**config.mk**
```make
export PLATFORM = sky130hd
export DESIGN_NAME = vga_raster_ctrl
export DESIGN_NICKNAME = d
export VERILOG_FILES = /design/src/rtl/vga_raster_ctrl.sv
export SDC_FILE = /design/constraint.sdc
export NUM_CORES = 1
export LEC_CHECK = 0
export BUFFER_PORTS_ARGS = -buffer_cell sky130_fd_sc_hd__buf_2
export CORE_MARGIN = 8
export CORE_UTILIZATION = 50
export DETAILED_ROUTE_END_ITERATION = 8
export PLACE_DENSITY = 0.75
export SYNTH_ARGS = -nofsm -noshare
export SYNTH_HDL_FRONTEND = slang
export SYNTH_SLANG_ARGS = --single-unit
```
**constraint.sdc**
```tcl
create_clock -name clk_25m -period 2.3 [get_ports clk_25m]
set_input_delay 0.23 -clock clk_25m [delete_from_list [all_inputs] [get_ports clk_25m]]
set_output_delay 0.23 -clock clk_25m [all_outputs]
set_load 0.005 [all_outputs]
```
**src/rtl/vga_raster_ctrl.sv**
```systemverilog
// VGA raster engine: mode timing, 1bpp framebuffer fetch with block scaling,
// and RGB332/sync output with every pin aligned to the same pipeline depth.
module vga_raster_ctrl #(
    parameter int   H_VISIBLE   = 640,
    parameter int   H_FRONT     = 16,
    parameter int   H_SYNC      = 96,
    parameter int   H_BACK      = 48,
    parameter int   V_VISIBLE   = 480,
    parameter int   V_FRONT     = 10,
    parameter int   V_SYNC      = 2,
    parameter int   V_BACK      = 33,
    parameter logic HSYNC_POL   = 1'b0,
    parameter logic VSYNC_POL   = 1'b0,
    parameter int   SCALE_SHIFT = 3,
    parameter int   ADDR_W      = 16,
    parameter int   RD_LATENCY  = 1
) (
    input  logic              clk_25m,
    input  logic              rst_n,
    input  logic              enable_i,
    input  logic [7:0]        fg_color_i,
    input  logic [7:0]        bg_color_i,
    output logic              mem_rd_o,
    output logic [ADDR_W-1:0] mem_addr_o,
    input  logic              mem_rdata_i,
    output logic              hsync_o,
    output logic              vsync_o,
    output logic [2:0]        vga_r_o,
    output logic [2:0]        vga_g_o,
    output logic [1:0]        vga_b_o,
    output logic              vblank_o,
    output logic              frame_start_o
);

    localparam int H_TOTAL = H_VISIBLE + H_FRONT + H_SYNC + H_BACK;
    localparam int V_TOTAL = V_VISIBLE + V_FRONT + V_SYNC + V_BACK;
    localparam int HW      = $clog2(H_TOTAL);
    localparam int VW      = $clog2(V_TOTAL);
    localparam int P       = RD_LATENCY + 1;

    localparam logic [HW-1:0] H_LAST  = HW'(H_TOTAL - 1);
    localparam logic [HW-1:0] H_VIS_C = HW'(H_VISIBLE);
    localparam logic [HW-1:0] HS_BEG  = HW'(H_VISIBLE + H_FRONT);
    localparam logic [HW-1:0] HS_END  = HW'(H_VISIBLE + H_FRONT + H_SYNC);
    localparam logic [VW-1:0] V_LAST  = VW'(V_TOTAL - 1);
    localparam logic [VW-1:0] V_VIS_C = VW'(V_VISIBLE);
    localparam logic [VW-1:0] VS_BEG  = VW'(V_VISIBLE + V_FRONT);
    localparam logic [VW-1:0] VS_END  = VW'(V_VISIBLE + V_FRONT + V_SYNC);

    localparam logic [VW-1:0]     BLK_MASK = VW'((1 << SCALE_SHIFT) - 1);
    localparam logic [ADDR_W-1:0] ROW_STEP = ADDR_W'(H_VISIBLE >> SCALE_SHIFT);

    typedef struct packed {
        logic vis;
        logic hs;
        logic vs;
        logic vb;
        logic fs;
    } tag_t;

    logic [HW-1:0]     h_cnt_q, h_cnt_d;
    logic [VW-1:0]     v_cnt_q, v_cnt_d;
    logic [ADDR_W-1:0] row_base_q, row_base_d;

    logic              h_last, v_last;
    logic              h_vis, v_vis;
    logic [VW-1:0]     v_next;
    logic [ADDR_W-1:0] pix_addr;
    tag_t              cur_tag;

    logic              mem_rd_q, mem_rd_d;
    logic [ADDR_W-1:0] mem_addr_q, mem_addr_d;

    tag_t [P-1:0]      pipe_q, pipe_d;
    tag_t              out_tag;

    logic [7:0]        rgb_q, rgb_d;
    logic              hsync_q, hsync_d;
    logic              vsync_q, vsync_d;
    logic              vblank_q, vblank_d;
    logic              fs_q, fs_d;

    // Raster position decode for the current counter cycle.
    always_comb begin
        h_last   = (h_cnt_q == H_LAST);
        v_last   = (v_cnt_q == V_LAST);
        h_vis    = (h_cnt_q < H_VIS_C);
        v_vis    = (v_cnt_q < V_VIS_C);
        v_next   = v_cnt_q + VW'(1);
        pix_addr = row_base_q + ADDR_W'(h_cnt_q >> SCALE_SHIFT);

        cur_tag     = '0;
        cur_tag.vis = h_vis && v_vis;
        cur_tag.hs  = (h_cnt_q >= HS_BEG) && (h_cnt_q < HS_END);
        cur_tag.vs  = (v_cnt_q >= VS_BEG) && (v_cnt_q < VS_END);
        cur_tag.vb  = !v_vis;
        cur_tag.fs  = (h_cnt_q == '0) && (v_cnt_q == '0);
    end

    always_comb begin
        h_cnt_d    = h_cnt_q;
        v_cnt_d    = v_cnt_q;
        row_base_d = row_base_q;
        if (!enable_i) begin
            h_cnt_d    = '0;
            v_cnt_d    = '0;
            row_base_d = '0;
        end else if (h_last) begin
            h_cnt_d = '0;
            if (v_last) begin
                v_cnt_d    = '0;
                row_base_d = '0;
            end else begin
                v_cnt_d = v_next;
                // Next block row of bits starts after every 2^S lines.
                if (v_vis && ((v_next & BLK_MASK) == '0)) begin
                    row_base_d = row_base_q + ROW_STEP;
                end
            end
        end else begin
            h_cnt_d = h_cnt_q + HW'(1);
        end
    end

    always_ff @(posedge clk_25m or negedge rst_n) begin
        if (!rst_n) begin
            h_cnt_q    <= '0;
            v_cnt_q    <= '0;
            row_base_q <= '0;
        end else begin
            h_cnt_q    <= h_cnt_d;
            v_cnt_q    <= v_cnt_d;
            row_base_q <= row_base_d;
        end
    end

    // Fetch stage: address is held outside visible area to avoid toggling.
    always_comb begin
        mem_rd_d   = enable_i && cur_tag.vis;
        mem_addr_d = mem_rd_d ? pix_addr : mem_addr_q;
    end

    always_ff @(posedge clk_25m or negedge rst_n) begin
        if (!rst_n) begin
            mem_rd_q   <= 1'b0;
            mem_addr_q <= '0;
        end else begin
            mem_rd_q   <= mem_rd_d;
            mem_addr_q <= mem_addr_d;
        end
    end

    // Tags ride alongside the memory read so they meet mem_rdata.
    always_comb begin
        pipe_d = '0;
        if (enable_i) begin
            pipe_d = {pipe_q[P-2:0], cur_tag};
        end
    end

    always_ff @(posedge clk_25m or negedge rst_n) begin
        if (!rst_n) begin
            pipe_q <= '0;
        end else begin
            pipe_q <= pipe_d;
        end
    end

    assign out_tag = pipe_q[P-1];

    always_comb begin
        rgb_d    = '0;
        hsync_d  = ~HSYNC_POL;
        vsync_d  = ~VSYNC_POL;
        vblank_d = 1'b0;
        fs_d     = 1'b0;
        if (enable_i) begin
            if (out_tag.vis) begin
                rgb_d = mem_rdata_i ? fg_color_i : bg_color_i;
            end
            hsync_d  = out_tag.hs ? HSYNC_POL : ~HSYNC_POL;
            vsync_d  = out_tag.vs ? VSYNC_POL : ~VSYNC_POL;
            vblank_d = out_tag.vb;
            fs_d     = out_tag.fs;
        end
    end

    always_ff @(posedge clk_25m or negedge rst_n) begin
        if (!rst_n) begin
            rgb_q    <= '0;
            hsync_q  <= ~HSYNC_POL;
            vsync_q  <= ~VSYNC_POL;
            vblank_q <= 1'b0;
            fs_q     <= 1'b0;
        end else begin
            rgb_q    <= rgb_d;
            hsync_q  <= hsync_d;
            vsync_q  <= vsync_d;
            vblank_q <= vblank_d;
            fs_q     <= fs_d;
        end
    end

    assign mem_rd_o      = mem_rd_q;
    assign mem_addr_o    = mem_addr_q;
    assign hsync_o       = hsync_q;
    assign vsync_o       = vsync_q;
    assign vga_r_o       = rgb_q[7:5];
    assign vga_g_o       = rgb_q[4:2];
    assign vga_b_o       = rgb_q[1:0];
    assign vblank_o      = vblank_q;
    assign frame_start_o = fs_q;

endmodule

```
# [Yosys cells after proc, flatten, opt, wreduce, memory -nomap -nowiden]
# Index checks and enable logic that the tools add are counted.
[totals] output_inout_bits=29 in_bits=20 regBits=75
[classes] n_reduce_logical=11 order_cmp=6 n_mux=19 eq_ne=4 addsub=4
[ops] cell="two-way mux 16 bit" count=4
[ops] cell="two-way mux 10 bit" count=6
[ops] cell="zero test 10 bit" count=3
[ops] cell="two-way mux 8 bit" count=3
[ops] cell="adder 10 x 1 -> 10 bit, second input constant" count=2
[ops] cell="== test 10 bit, second input constant" count=2
[ops] cell="less-than comparator 10 bit, second input constant" count=2
[ops] cell="less-than comparator 10 x 9 -> 1 bit, second input constant" count=2
[ops] cell="adder 16 x 7 -> 16 bit" count=1
[ops] cell="adder 16 x 7 -> 16 bit, second input constant" count=1
[ops] cell="greater-or-equal comparator 10 bit, second input constant" count=1
[ops] cell="greater-or-equal comparator 10 x 9 -> 1 bit, second input constant" count=1
[ops] cell="logical AND 1 bit" count=6
[ops] cell="two-way mux 1 bit" count=6
[ops] cell="!= test 3 x 1 -> 1 bit, second input constant" count=1
[ops] cell="!= test 2 x 1 -> 1 bit, second input constant" count=1
[ops] cell="AND reduction 2 bit" count=1
[ops] cell="zero test 1 bit" count=1

# [Depth between registers and ports, before layout]
# Gate-level depths: netlist of run 1.
[depth] word_depth=7 mapped_depth=8 depth_no_buf=6

# [Least setup slack after synthesis of run 1]
# OpenSTA, ideal clock, no wires.
[synth_timing] path_kind="flip-flop to flip-flop" start="reg v_cnt_q[0]" end="reg row_base_q[10]" setup_ns=0.073 path_slack_ns=0.136 stages_incl_launch_ff=7 n_path_buf=1 t_arrival_ns=2.091 path_cell_list="dfrtp_1 > ha_1 > xor2_1 > or4b_4 > buf_6 > or4_4 > a21oi_2"
[synth_between] elab_chain_len=5 elab_cells_between_ends=10
[synth_rtl] element="start: declaration" line_no="62" rtl="logic [VW-1:0] v_cnt_q, v_cnt_d;"
[synth_rtl] element="start signal: assignment" line_no="132" rtl="v_cnt_q <= v_cnt_d;"
[synth_rtl] element="adder 10 x 1 -> 10 bit" line_no="89" rtl="v_next = v_cnt_q + VW'(1);"
[synth_rtl] element="zero test 10 bit" line_no="116" rtl="if (v_vis && ((v_next & BLK_MASK) == '0)) begin"
[synth_rtl] element="logical AND 1 bit" line_no="116"
[synth_rtl] element="!= test 3 x 1 -> 1 bit (no source line)"
[synth_rtl] element="AND reduction 2 bit (no source line)"
[synth_rtl] element="end signal: assignment" line_no="133" rtl="row_base_q <= row_base_d;"
[synth_rtl] element="end: declaration" line_no="63" rtl="logic [ADDR_W-1:0] row_base_q, row_base_d;"
# Parallel ways exist; a longest one is shown, timed or not. The select of a mux whose other input is x is not followed.
# A chain may end at the register's enable or synchronous reset.

# [Worst setup path after layout of run 1]
[layout_timing] start="reg v_cnt_q[1]" end="reg row_base_q[14]"
# The elaborated chain is that of the path after synthesis.

==> results of run 1 <==
what timing repair did:
action,4_1_cts,5_1_grt
hold buffers,1,0
endpoints found under the hold margin,25,0
endpoints found under the setup margin,0,0
report_power, final:
| part | internal (mW) | total, mW | leakage, nW | switching (mW) |
|---|---|---|---|---|
| logic | 0.0625 | 0.159 | 0.825 | 0.0968 |
| clock network | 0.536 | 1.03 | 0.0993 | 0.493 |
| registers | 1.25 | 1.26 | 0.952 | 0.0116 |
| total | 1.85 | 2.45 | 1.88 | 0.601 |
cells in the mapped netlist, types with 3 or more instances:
library cell / n
dfrtp_1: 68
nand2_1: 39
nor2_1: 29
o21ai_0: 19
clkbuf_1: 16
a21oi_1: 14
nand3_1: 14
o31ai_1: 13
or3_1: 11
and2_1: 9
ha_1: 9
mux2i_1: 9
nand4_1: 8
xor2_1: 8
inv_1: 7
or4_1: 7
a31oi_1: 6
xnor2_1: 6
a21oi_2: 5
or4_4: 5
a21o_1: 4
buf_2: 4
nor4_1: 4
and3_1: 3
o211ai_1: 3
per-stage QoR:
step	utilization, %	cells	cell area [um^2]
6_report	59.9	488	4050
3_3_place_gp	56.8	471	3830
3_5_place_dp	56.8	471	3830
2_1_floorplan	-	350	3460
4_1_cts	59.9	488	4050
5_1_grt	59.9	488	4050
cell usage in the layout, fill, tap and decap left out, drive strengths merged, types with 2 or more instances in the layout:
master,instances
a21o,4
a21oi,19
a31oi,6
and2,9
and3,3
and4,3
buf,62
clkbuf,10
clkinv,2
clkinvlp,2
dfrtp,68
dfstp,2
ha,9
inv,9
mux2i,9
nand2,39
nand2b,2
nand3,14
nand3b,2
nand4,8
nand4b,2
nor2,29
nor3,2
nor3b,2
nor4,4
nor4b,2
o211ai,3
o21ai,20
o31ai,13
or2,2
or3,11
or4,12
or4b,2
xnor2,6
xor2,8
registers in the layout (all words and copies together) (netlist names), 4 cells and up:
signal,count
mem_addr_o,16
row_base_q,12
pipe_q,4
out_tag,5
h_cnt_q,10
v_cnt_q,10
rgb_q,8
cell families after synthesis:
family,count (synthesis)
AOI/OAI and AO/OA,70
xor gates and xnor gates,14
adders and majority gates,9
buffers and inverters,29
DFF,70
muxes,9
and+or+nand+nor,149
final cells by class:
| type | count | share of cell area (%) |
|---|---|---|
| clock buffers | 10 | 3.40 |
| flip-flops and latches | 70 | 43.3 |
| clock inverters | 6 | 1.67 |
| well taps | 80 | 2.47 |
| inverters | 8 | 0.741 |
| repair buffers | 63 | 9.39 |
| multi-input cells | 251 | 39.0 |
worst paths after layout:
check,startpoint,end
worst max-delay path,v_cnt_q[1]$_DFFE_PN0P_,row_base_q[14]$_DFFE_PN0P_
worst min-delay path,bg_color_i[6],rgb_q[6]$_DFF_PN0_
worst max register to register,v_cnt_q[1]$_DFFE_PN0P_,row_base_q[14]$_DFFE_PN0P_
worst min register to register,out_tag[2]$_DFF_PN0_,vsync_o$_DFF_PN1_
max in group asynchronous,rst_n,v_cnt_q[3]$_DFFE_PN0P_
min in group asynchronous,rst_n,out_tag[3]$_DFF_PN0_
critical path, delay by kind of cell (launching register included):
| kind | cells | cell delay [ns] |
|---|---|---|
| DFF | 1 | 0.44 |
| and+or+nand+nor | 2 | 1.14 |
| AOI/OAI and AO/OA | 1 | 0.15 |
| xor gates and xnor gates | 1 | 0.16 |
| adders and majority gates | 1 | 0.23 |
per-layer routing:
metal | vias to the layer above | wire (um) | part of all wire, % | GRT usage, %
li1 | 1354 | - | - | -
met1 | 1298 | 3480 | 46 | 20.0
met2 | 72 | 3360 | 45 | 25.4
met3 | 15 | 546 | 7.2 | 4.47
met4 | 0 | 168 | 2.2 | 8.50
met5 | - | 0 | 0 | 0
==> metrics.txt, run 1 <==
period utilization 95.6%; HPWL after DPL 5.20 mm; area growth from synthesis to layout 17.2%; Iter 0 DRT Violations 182; CTS tree built; cell count after synthesis 350; Setup Buffers After CTS 0; die area 9830 um^2; DRC viols 0; input/output buffers 48; Final Hold Viols 0; Wirelength per Cell 15.5 um; FF+latch count, synth 70; vias in the first global route 2606; CTS Sinks 70; num rows 30; Critical Path AT 2.48 ns; Max Slew Vio Count 0; setup TNS 0 ns; CTS resizes 0; EDFF count, synth 0; share of cells above drive strength 1 23.0%; Worst-Margin Slew 0.630 ns; Ys Warns 0; Synth area leader dfrtp_1; initial antenna violation count 0; Peak Freq 0.455 GHz; Pwr per Cell Area 605 nW/um^2; CP max stage cell or4b_4; Clock Path Buffers 2; gpl congestion 0.862; Post-synth ARST share 100%; largest family of logic cells by synthesized area simple AND/OR/NAND/NOR gates; crit-path cells ha_1, xor2_1, or4b_4, or4_4, a21oi_2; status completed; I/O Pins 49; Core Footprint 6760 um^2; CTS root buffer clkbuf_8; WL final 7.55 mm; Layout fillers 576; largest net degree at the start of global routing 44; Mapped Nets 379; first-pass GRT wire length 12.8 mm; post-synthesis sequential area ratio 50.8%; Die Span Y 99.1 um; simple-gate area share of the yosys netlist 23.5%; GRT Overall Usage 16.2%; n_diodes 0; leak pwr 1.88 nW; syn avg cell area 9.87 um^2; Hold Slack 0.120 ns; area share of fa/ha/maj cells after synthesis 3.26%; DRT Pass-1 Iters 4; unrepaired setup endpoints after global routing no; Clock Latency Late Sink 0.35 ns; Clock Pin Slew Worst Setup and Hold Paths 0.07 ns; final setup fails 0; share of the synthesized area in the top cell type 49.2%; multi-input combinational cell area 1580 um^2; Syn Std Cell Area 3460 um^2; max_slew headroom 58.0%; Clock H-tree levels 3; Crit. End Element flop; vias per cell 5.61; Main synth FF type dfrtp_1; NumNets Final 432; Hold Path Stages 3; PnR Total Power 2.45 mW; Synth area leaders dfrtp_1, nand2_1, ha_1, nor2_1, o31ai_1; mux cell area share after synthesis 2.61%; Setup WS pre-CTS 0.110 ns; Max stage delay on crit path 0.62 ns; xor and xnor area share after synthesis 3.55%; Worst Path Max Fanout 22; CP required 2.58 ns; FF/Latch Area 1750 um^2; number of max-cap violations 0; final worst path period need 2.20 ns; GRT overflow 0; Hold Crit Class in2reg; Synth Area in Compound Gates 12.8%; R2R depth 5; Max VDD drop 264 uV; setup slack, reg-to-reg 0.10 ns; TritonCTS Buffers 9; Critical Path Start Type flop; post-route ant nets 0; kind of critical path reg2reg; vias 2739; clock skew 0.00888 ns; worst setup margin 0.100 ns; Die Wd 99.1 um; Initial Util 51.1%; unique cell type count in the Yosys netlist 47
No activity file was read; power rests on OpenSTA's default activity.
==> run 2, diff against run 1 <==
--- a/config.mk
+++ b/config.mk
@@ -9,7 +9,7 @@
 export CORE_MARGIN = 8
 export CORE_UTILIZATION = 50
 export DETAILED_ROUTE_END_ITERATION = 8
-export PLACE_DENSITY = 0.75
+export PLACE_DENSITY = 0.74
 export SYNTH_ARGS = -nofsm -noshare
 export SYNTH_HDL_FRONTEND = slang
 export SYNTH_SLANG_ARGS = --single-unit
==> metrics.txt, run 2 (synthesized netlist as in run 1, its figures left out) <==
clock skew 0.00835 ns; commonest non-fill, non-tap cell in the layout dfrtp_1; Critical Path Start Type flop; number of max-cap violations 0; period utilization 94.8%; I/O Pins 49; placed insts 473; Core Footprint 6760 um^2; Max VDD drop 262 uV; leak pwr 1.90 nW; Clock H-tree levels 3; WL final 7.55 mm; vias in the first global route 2740; CTS tree built; first-pass GRT wire length 13.1 mm; DRT Pass-1 Iters 4; gpl congestion 0.868; Clock Path Buffers 2; HPWL after DPL 5.26 mm; initial antenna violation count 0; TritonCTS Buffers 9; Max Slew Vio Count 0; vias per cell 5.65; Clock Latency Late Sink 0.36 ns; n_diodes 0; largest net degree at the start of global routing 31; Critical Path AT 2.46 ns; GR peak layer met2; CP required 2.58 ns; max_slew headroom 58.1%; Worst Path Max Fanout 22; input/output buffers 48; GRT Overall Usage 16.5%; kind of critical path reg2reg; final setup fails 0; Initial Util 51.1%; commonest cells after routing, fill and taps aside dfrtp_1, buf_2, nand2_1, nor2_1, o21ai_0; Wirelength per Cell 15.4 um; fin util 60.6%; NumNets Final 434; Worst-Margin Slew 0.621 ns; Final Hold Viols 0; Layout Cells excl Fill 490; share of cells above drive strength 1 23.9%; max reg flops 16; Clock Pin Slew Worst Setup and Hold Paths 0.08 ns; Peak Freq 0.458 GHz; Crit. End Element flop; Hold Crit Class in2reg; post-route ant nets 0; setup slack, reg-to-reg 0.12 ns; area growth from synthesis to layout 18.5%; Iter 0 DRT Violations 178; CTS Sinks 70; Pwr per Cell Area 644 nW/um^2; Die Wd 99.1 um; setup TNS 0 ns; num rows 30; Die Span Y 99.1 um; die area 9830 um^2; Layout fillers 569; status completed; DRC viols 0; met1 usage 20.3%; grt met2 use 25.8%; unrepaired setup endpoints after global routing no; CTS root buffer clkbuf_8; vias 2769; global routing met3 resource utilization 5.24%; final worst path period need 2.18 ns; GRT overflow 0
[run 2: cell types whose count changed in the layout (fill, tap and decap cells not counted), sizes merged]
cell | before | now
bufinv | 1 | 3
clkbuf | 10 | 9
buf | 62 | 64
clkinvlp | 2 | 1
[run 2: worst paths after layout]
path                                        startpoint                         to  cells after the start
worst max-delay path            v_cnt_q[1]$_DFFE_PN0P_  row_base_q[7]$_DFFE_PN0P_                      5
worst min-delay path                     bg_color_i[0]         rgb_q[0]$_DFF_PN0_                      3
worst max register to register  v_cnt_q[1]$_DFFE_PN0P_  row_base_q[7]$_DFFE_PN0P_                      5
worst min register to register    out_tag[3]$_DFF_PN0_          hsync_o$_DFF_PN1_                      1
max in group asynchronous                        rst_n          vsync_o$_DFF_PN1_                      3
min in group asynchronous                        rst_n       h_cnt_q[5]$_DFF_PN0_                      2
[run 2: area by class of cell]
type                    count  area, um^2  share of cell area [%]
inverters                   8        30.0                   0.733
well taps                  80         100                    2.44
clock inverters             7         120                    2.93
multi-input cells         251        1580                    38.7
clock buffers               9         124                    3.02
repair buffers             65         383                    9.35
flip-flops and latches     70        1760                    42.9
[run 2: worst max-delay path: stages (launching register included)]
cell and delay (ns):
dfrtp_2 0.44, ha_1 0.21, xor2_1 0.16, or4b_4 0.63, or4_4 0.51, a21oi_1 0.15
[run 2: report_power, final]
part	internal, mW	switching [mW]	total, mW
Sequential	1.25	0.0121	1.26
Combinational	0.0622	0.0956	0.158
Clock	0.725	0.492	1.22
[run 2: repair_timing]
action	CTS	global route
resized for setup	0	2
hold buffers	1	0
hold endpoints to repair	18	0
setup buffers	0	0
setup endpoints to repair	0	1
[run 2: metal layers]
metal	share of wire [%]	routed length [um]
met4	2.2	167
met2	46	3480
met3	7.1	537
met1	45	3370
met5	0	0
[run 2: metrics by stage]
stage	setup WS [ns]	hold slack, ns	power (mW)	instance area (um^2)
after floorplan	0.136	-0.0656	1.36	3460
after global placement	0.172	0.185	1.44	3840
after detailed placement	0.134	0.189	1.45	3840
after CTS	0.117	0.105	2.67	4090
after global routing	0.000568	0.112	2.74	4100
final	0.119	0.117	2.64	4100
==> run 3, diff against run 2 <==
==> config.mk (replaced) <==
export PLATFORM = sky130hd
export DESIGN_NAME = vga_raster_ctrl
export DESIGN_NICKNAME = d
export VERILOG_FILES = /design/src/rtl/vga_raster_ctrl.sv
export SDC_FILE = /design/constraint.sdc
export NUM_CORES = 1
export LEC_CHECK = 0
export CORE_MARGIN = 8
export CORE_UTILIZATION = 50
export DETAILED_ROUTE_END_ITERATION = 8
export DONT_BUFFER_PORTS = 1
export PLACE_DENSITY = 0.68
export SYNTH_ARGS = -nofsm -noshare
export SYNTH_HDL_FRONTEND = slang
export SYNTH_SLANG_ARGS = --single-unit
==> metrics.txt, run 3 (synthesized netlist as in run 1, its figures left out) <==
status completed; Wirelength per Cell 16.6 um; Worst Path Max Fanout 22; kind of critical path reg2reg; setup TNS 0 ns; initial antenna violation count 0; Hold Path Stages 1; unrepaired setup endpoints after global routing no; hold path start enable_i; CTS Sinks 70; Worst R2R End row_base_q[14]$_DFFE_PN0P_; Max Slew Vio Count 0; num rows 30; input/output buffers 0; Layout fillers 560; Clock Pin Slew Worst Setup and Hold Paths 0.07 ns; first-pass GRT wire length 12.3 mm; Hold Crit Class in2reg; commonest non-fill, non-tap cell in the layout dfrtp_1; die area 9830 um^2; Final Hold Viols 0; DRC viols 0; share of cells above drive strength 1 12.5%; Initial Util 51.1%; Hold Slack 0.0181 ns; Iter 0 DRT Violations 174; Pwr per Cell Area 660 nW/um^2; RR Startpoint v_cnt_q[0]$_DFFE_PN0P_; DRT Pass-1 Iters 4; area growth from synthesis to layout 11.5%; post-route ant nets 0; R2R depth 5; final setup fails 0; leak pwr 1.68 nW; max_slew headroom 52.9%; Max VDD drop 314 uV; CTS resizes 0; NumNets Final 385; gpl congestion 0.821; max reg flops 16; clock skew 0.00914 ns; vias per cell 5.84; Core Footprint 6760 um^2; Crit. End Element flop; vias 2574; Setup Buffers After CTS 0; Clock Latency Late Sink 0.34 ns; vias in the first global route 2505; Worst-Margin Slew 0.697 ns; n_diodes 0; Clock Path Buffers 2; CTS root buffer clkbuf_8; GRT Overall Usage 15.5%; number of max-cap violations 0; GRT overflow 0; Critical Path Start Type flop; I/O Pins 49; setup slack, reg-to-reg 0.17 ns; TritonCTS Buffers 9; commonest cells after routing, fill and taps aside dfrtp_1, nand2_1, nor2_1, o21ai_0; CP required 2.57 ns; CTS tree built; Peak Freq 0.470 GHz; largest net degree at the start of global routing 71; Layout Cells excl Fill 441; Die Span Y 99.1 um; HPWL after DPL 5.04 mm; final worst path period need 2.13 ns; Hold EP out_tag[1]$_DFF_PN0_; WL final 7.33 mm; Die Wd 99.1 um; Critical Path AT 2.40 ns; placed insts 422; period utilization 92.5%; Clock H-tree levels 3
-- run 3: area by class of cell --
cell class              count  area (um^2)  area share, %
flip-flops and latches     70         1750           45.5
multi-input cells         251         1580           41.0
repair buffers             16          158           4.09
clock buffers              12          155           4.02
well taps                  80          100           2.60
clock inverters             4         77.6           2.01
inverters                   8         30.0          0.779
-- run 3: worst max path at each step --
stage	from	to	slack, ns
CTS	v_cnt_q[0]$_DFFE_PN0P_	row_base_q[14]$_DFFE_PN0P_	0.18
global route	v_cnt_q[0]$_DFFE_PN0P_	row_base_q[15]$_DFFE_PN0P_	0.08
detailed placement	v_cnt_q[0]$_DFFE_PN0P_	row_base_q[14]$_DFFE_PN0P_	0.19
global placement	v_cnt_q[0]$_DFFE_PN0P_	row_base_q[15]$_DFFE_PN0P_	0.23
finish	v_cnt_q[0]$_DFFE_PN0P_	row_base_q[14]$_DFFE_PN0P_	0.17
floorplan	v_cnt_q[0]$_DFFE_PN0P_	row_base_q[10]$_DFFE_PN0P_	0.14
-- run 3: through the flow --
stage	worst slack [ns]	total power, mW	utilization, %	cell area [um^2]
2_1_floorplan	0.136	1.36	-	3460
3_3_place_gp	0.226	1.38	52.9	3570
3_5_place_dp	0.192	1.39	52.9	3570
4_1_cts	0.176	2.56	57.1	3850
5_1_grt	0.0787	2.63	57.1	3850
6_report	0.173	2.54	57.1	3850
-- run 3: report_power, final --
group,internal [mW],total (mW),leakage [nW],switching (mW)
Sequential,1.25,1.27,0.952,0.0163
Clock,0.677,1.15,0.117,0.474
Combinational,0.0450,0.124,0.615,0.0787
Total,1.97,2.54,1.68,0.569
-- run 3: what timing repair did --
| action | in CTS | in global routing |
|---|---|---|
| hold endpoints to repair | 72 | 0 |
| hold buffers | 3 | 0 |
| endpoints found under the setup margin | 0 | 0 |
-- run 3: routing by layer --
| layer | vias to the layer above | global-route usage, % | part of all wire [%] |
|---|---|---|---|
| met5 | - | 0 | 0 |
| met1 | 1228 | 20.3 | 45 |
| li1 | 1264 | - | - |
| met4 | 0 | 6.52 | 1.4 |
| met2 | 73 | 23.8 | 46 |
| met3 | 9 | 4.19 | 7.7 |
-- run 3: worst max-delay path: stages (launching register included) --
cell     delay (ns)
dfrtp_1        0.38
ha_1           0.22
xor2_1         0.15
or4b_4         0.63
or4_4          0.53
a21oi_2        0.15
